File: src/rtl/dual_core_mem_arbiter_pkg.sv
// rtl/dual_core_mem_arbiter_pkg.sv - shared memory-map constants for the multi-core memory arbiter
//
// Purpose: default bus widths and the RAM/GPIO region split. The cores,
// extmemory and mappedGPIO use the same values.
// Ports: none (package).
package dual_core_mem_arbiter_pkg;

  localparam int DEF_ADDR_W       = 16;
  localparam int DEF_DATA_W       = 8;
  localparam int DEF_GPIO_SEL_BIT = 9;

  // One address bit splits the map: clear selects RAM, set selects GPIO.
  localparam logic [DEF_ADDR_W-1:0] RAM_BASE  = 16'h0000;
  localparam logic [DEF_ADDR_W-1:0] GPIO_BASE = 16'h0200;

endpackage

File: src/rtl/dual_core_mem_arbiter_rr_arbiter.sv
// rtl/dual_core_mem_arbiter_rr_arbiter.sv - combinational round-robin arbiter
//
// Purpose: grants the first requester found when scanning upward from ptr,
// wrapping modulo N.
// Ports:
//   req          in  N        request vector
//   ptr          in  log2(N)  highest-priority index for this cycle
//   grant        out N        one-hot grant
//   grant_idx    out log2(N)  index of the granted requester
//   grant_valid  out 1        some requester was granted
module rr_arbiter #(
  parameter int N = 2
) (
  input  logic [N-1:0]         req,
  input  logic [$clog2(N)-1:0] ptr,
  output logic [N-1:0]         grant,
  output logic [$clog2(N)-1:0] grant_idx,
  output logic                 grant_valid
);

  localparam int PW = $clog2(N);

  int            scan;
  logic [PW-1:0] ix;

  always_comb begin
    grant       = '0;
    grant_idx   = '0;
    grant_valid = 1'b0;
    scan        = 0;
    ix          = '0;
    for (int k = 0; k < N; k++) begin
      // The modulo keeps the wrap correct for N that is not a power of two.
      scan = (int'(ptr) + k) % N;
      ix   = PW'(scan);
      if (!grant_valid && req[ix]) begin
        grant[ix]   = 1'b1;
        grant_idx   = ix;
        grant_valid = 1'b1;
      end
    end
  end

endmodule

File: src/rtl/dual_core_mem_arbiter.sv
// rtl/dual_core_mem_arbiter.sv - round-robin sharing of one RAM and one GPIO among NUM_CPUS cores
//
// Purpose: one access per cycle goes to the slaves. Read data and a
// one-cycle ack return to the core on the following cycle.
// Ports:
//   clk, reset                       clock and asynchronous active-high reset
//   cpu_memread/cpu_memwrite         per-core request strobes
//   cpu_addr/cpu_writedata           packed per-core address and write data
//   cpu_memdata                      packed registered read data per core
//   cpu_ack                          one-cycle completion pulse per core
//   cpu_stall                        request pending and not yet acked
//   addr/writedata                   granted access toward the slaves
//   memread_ram/memwrite_ram         RAM strobes
//   memread_gpio/memwrite_gpio       GPIO strobes
//   memdata_ram/memdata_gpio         combinational slave read data
module dual_core_mem_arbiter
  import dual_core_mem_arbiter_pkg::*;
#(
  parameter int NUM_CPUS     = 2,
  parameter int ADDR_W       = DEF_ADDR_W,
  parameter int DATA_W       = DEF_DATA_W,
  parameter int GPIO_SEL_BIT = DEF_GPIO_SEL_BIT
) (
  input  logic                       clk,
  input  logic                       reset,
  input  logic [NUM_CPUS-1:0]        cpu_memread,
  input  logic [NUM_CPUS-1:0]        cpu_memwrite,
  input  logic [NUM_CPUS*ADDR_W-1:0] cpu_addr,
  input  logic [NUM_CPUS*DATA_W-1:0] cpu_writedata,
  output logic [NUM_CPUS*DATA_W-1:0] cpu_memdata,
  output logic [NUM_CPUS-1:0]        cpu_ack,
  output logic [NUM_CPUS-1:0]        cpu_stall,
  output logic [ADDR_W-1:0]          addr,
  output logic [DATA_W-1:0]          writedata,
  output logic                       memread_ram,
  output logic                       memwrite_ram,
  output logic                       memread_gpio,
  output logic                       memwrite_gpio,
  input  logic [DATA_W-1:0]          memdata_ram,
  input  logic [DATA_W-1:0]          memdata_gpio
);

  localparam int PW = $clog2(NUM_CPUS);

  logic [PW-1:0]       ptr;
  logic [PW-1:0]       g_idx;
  logic [NUM_CPUS-1:0] ack_q;
  logic [NUM_CPUS-1:0] req;
  logic [NUM_CPUS-1:0] grant;
  logic                grant_raw;
  logic                gv;
  logic                sel;
  logic                rd_g;
  logic                wr_g;

  // A core is masked in its ack cycle so that a held request is not
  // taken as a second access.
  assign req = (cpu_memread | cpu_memwrite) & ~ack_q;

  rr_arbiter #(.N(NUM_CPUS)) u_arb (
    .req         (req),
    .ptr         (ptr),
    .grant       (grant),
    .grant_idx   (g_idx),
    .grant_valid (grant_raw)
  );

  // Reset kills the grant combinationally, so strobes drop while reset is high.
  assign gv = grant_raw & ~reset;

  assign addr      = gv ? cpu_addr[int'(g_idx)*ADDR_W +: ADDR_W] : '0;
  assign writedata = gv ? cpu_writedata[int'(g_idx)*DATA_W +: DATA_W] : '0;
  assign sel       = addr[GPIO_SEL_BIT];

  // If a core asserts both read and write, the write wins.
  assign wr_g = gv & cpu_memwrite[g_idx];
  assign rd_g = gv & cpu_memread[g_idx] & ~cpu_memwrite[g_idx];

  assign memread_ram   = rd_g & ~sel;
  assign memread_gpio  = rd_g &  sel;
  assign memwrite_ram  = wr_g & ~sel;
  assign memwrite_gpio = wr_g &  sel;

  assign cpu_ack   = ack_q;
  // The granted core still has req set in its grant cycle, so req alone
  // covers both the waiting and the in-flight stall.
  assign cpu_stall = req;

  always_ff @(posedge clk or posedge reset) begin
    if (reset) begin
      ptr         <= '0;
      ack_q       <= '0;
      cpu_memdata <= '0;
    end else begin
      ack_q <= gv ? grant : '0;
      if (gv) begin
        ptr <= (g_idx == PW'(NUM_CPUS - 1)) ? '0 : g_idx + 1'b1;
      end
      if (rd_g) begin
        cpu_memdata[int'(g_idx)*DATA_W +: DATA_W] <= sel ? memdata_gpio : memdata_ram;
      end
    end
  end

endmodule

File: config.mk
export PLATFORM = sky130hd
export DESIGN_NAME = dual_core_mem_arbiter
export DESIGN_NICKNAME = d
export VERILOG_FILES = /design/src/rtl/dual_core_mem_arbiter_pkg.sv /design/src/rtl/dual_core_mem_arbiter_rr_arbiter.sv /design/src/rtl/dual_core_mem_arbiter.sv
export SDC_FILE = /design/constraint.sdc
export NUM_CORES = 1
export LEC_CHECK = 0
export CAP_MARGIN = 20
export CORE_AREA = 2 2 73 75
export CTS_CLUSTER_DIAMETER = 120
export DETAILED_ROUTE_END_ITERATION = 12
export DIE_AREA = 0 0 75 77
export GPL_TIMING_DRIVEN = 0
export PLACE_DENSITY = 0.71
export SETUP_SLACK_MARGIN = 0.2
export SLEW_MARGIN = 40
export SYNTH_ARGS = -nofsm -noshare
export SYNTH_HDL_FRONTEND = slang
export SYNTH_HIERARCHICAL = 1
export SYNTH_SLANG_ARGS = --single-unit
export TNS_END_PERCENT = 1
File: constraint.sdc
create_clock -name clk -period 3.1 [get_ports clk]
set_clock_uncertainty 0.2 [all_clocks]
set_input_delay 0.62 -clock clk [delete_from_list [all_inputs] [get_ports clk]]
set_output_delay 0.62 -clock clk [all_outputs]
set_load 0.01 [all_outputs]
==> flow_summary.yaml <==
grt:
  grt_pass1_vias: 1782
  grt_pass1_wl_um: 8730
  grt.overflow.total: 0
  grt_max_degree: 20
  grt_usage: 0.194
  antenna_found_initial: 0
yosys:
  yosys_warnings: 6
  synthesis.area_sq_um: 1340
  ys.flop_type: "dfrtp_1"
  async_reset_ff_frac: 1.00
  synth-seq-cells: 19
  synth_nets: 228
  ys_seq_area_frac: 0.355
  synth_cells: 158
  synth_edf_count: 0
  synth_cell_types: 25
  syn_avg_cell_area_sq_um: 8.47
worst_hold_path:
  holdPathEnd: "cpu_memdata[2]$_DFFE_PP0P_"
  min_from: "cpu_memdata[2]$_DFFE_PP0P_"
  hp-class: "reg2reg"
  holdPathStages: 2
setup_path:
  worstPathRequired_ns: 2.28
  crit_arrival_ns: 2.09
  cp-end-kind: "output pin"
  cp_max_fo: 3
  crit_path_top_delay_cell: "mux2_4"
  path_class: "in2out"
  r2r-end: "cpu_memdata[8]$_DFFE_PP0P_"
  start_kind: "input port"
  r2r-start: "cpu_ack[1]$_DFF_PP0_"
  cpPeakStageDelay_ns: 0.32
  r2r_slack_ns: 0.64
  cp_cell_sequence: "buf_2, nor2_2, nor2_2, buf_6, a21boi_4, buf_6, mux2_4, nand2_4, inv_2, dlygate4sd2_1"
  reg2reg_depth: 8
cells_and_area:
  n_antenna_cell: 0
  area_growth_pct: 120
  drive_above_1_share: 0.257
  final_area_sq_um: 2940
  final_common_cell: "clkdlybuf4s50_1"
  final_nets: 371
  final_util: 0.591
  layout_common_cells: "85 x clkdlybuf4s50_1, 25 x nor2_1, 21 x mux2i_1"
  fin_cells: 370
detailed_routing:
  drc: 0
  routed_via_density: 4.84
  routed_wl_um: 5690
  drtIter0Drc: 131
  dr.pass1.iters: 4
  ant_nets: 0
  via_count: 1789
  drt-wirelength-per-cell_um: 15.4
place:
  dp_hpwl_um: 3910
  io_buffers: 117
  gp_congestion: 0.763
  place_area_sq_um: 2630
  dp_slack_ns: -0.985
  dp.cells: 345
cts:
  clkTransAtPathRegs_ns: 0.07
  clk_path_buf_depth: 2
  cts_sinks: 19
  cts_tree: "yes"
  cts_root_buf: "clkbuf_8"
  numCtsBuffers: 3
  cts-htree-levels: 1
  clk_latency_ns: 0.25
sta:
  slew_viol_final: 0
  hold_viol: 0
  hold_ws_ns: 0.353
  finalSetupViolations: 0
  fmax_ghz: 0.343
  tns_ns: 0
  rsz0062_at_grt: "true"
  fin_crit_ns: 2.91
  slew_headroom: 0.517
  worst_pin_slew_ns: 0.724
  timing.final.crit_share: 0.939
  fin_ws_ns: 0.188
run:
  drv_cap: 0
floorplanning:
  fp.dieW_um: 75
  die_h_um: 77
  coreArea_sq_um: 4980
  num_io_pins: 118
  initial_core_util: 0.269
  die-area_sq_um: 5780
  rows: 26
power:
  ir_drop_mv: 0.233
  p_leak_nw: 1.30
  power.total_mw: 1.64
  powerDensity_nw_per_um2: 557
outcome:
  outcome: "finished, final reports clean"
repair_timing:
action,4_1_cts,5_1_grt
pin swaps,8,7
resized for setup,106,30
setup endpoints to repair,34,28
setup buffers,14,5
hold buffers,0,0
cloned,2,0
how the worst max path moves through the flow:
stage	start	endpoint	slack (ns)	depth (start not counted)
3_3_place_gp	cpu_memread[1]	memread_ram	-0.96	11
4_1_cts	cpu_memread[0]	addr[10]	0.10	11
5_1_grt	cpu_memwrite[1]	memread_ram	0.10	12
2_1_floorplan	cpu_memread[1]	memread_ram	0.16	9
3_5_place_dp	cpu_memread[1]	memread_ram	-0.99	11
6_report	cpu_memwrite[0]	addr[9]	0.19	10
per-layer routing:
layer | global-route usage | wire [um]
met5 | 0 | 0
met1 | 0.240 | 2140
met3 | 0.0355 | 451
met2 | 0.328 | 3000
met4 | 0.0696 | 98
kinds of logic (layout without fill, tap and decap cells):
family,after synthesis,after routing,synth area share
AND/OR/NAND/NOR,52,52,0.186
AO/OA/AOI/OAI,45,45,0.192
flip-flops,19,19,0.355
multiplexers,26,26,0.199
buffers and inverters,16,158,0.0682
sequential cells by signal, indices dropped and copies added (netlist names):
| name | count |
|---|---|
| cpu_ack | 2 |
| cpu_memdata | 16 |
| ptr | 1 |
power breakdown:
| group | leakage [nW] | internal [mW] | switching (mW) |
|---|---|---|---|
| registers | 0.219 | 0.356 | 0.0703 |
| logic | 1.06 | 0.619 | 0.422 |
| clock network | 0.0228 | 0.0913 | 0.0793 |
critical path: cells and delay by family:
| kind | cells | cell delay (ns) |
|---|---|---|
| compound gates | 1 | 0.17 |
| buf+inv | 5 | 0.74 |
| mux | 1 | 0.32 |
| simple gates | 3 | 0.25 |
synthesized netlist by cell type (2+ instances only):
library cell   n  area share
nand2_1        3      0.0084
o21ai_0        9       0.034
nor2_1        31       0.087
dfrtp_1       19        0.36
inv_1          3      0.0084
and2_1         3       0.014
buf_2          4       0.015
a21oi_1       16       0.060
a31oi_1       16       0.075
a21boi_0       3       0.017
nor2b_1        2      0.0093
mux2i_1       24        0.18
buf_6          2       0.017
clkbuf_1       3      0.0084
buf_4          3       0.017
nand3_1        8       0.030
cell type report:
type	count	area (sq um)
repair buffers	138	1320
plain buffers	12	129
clock buffers	4	45.0
flip-flops and latches	19	475
fillers	438	2040
inverters	4	15.0
multi-input cells	123	870
well taps	70	87.6
Note: power is estimated with default switching activity, not from simulation.
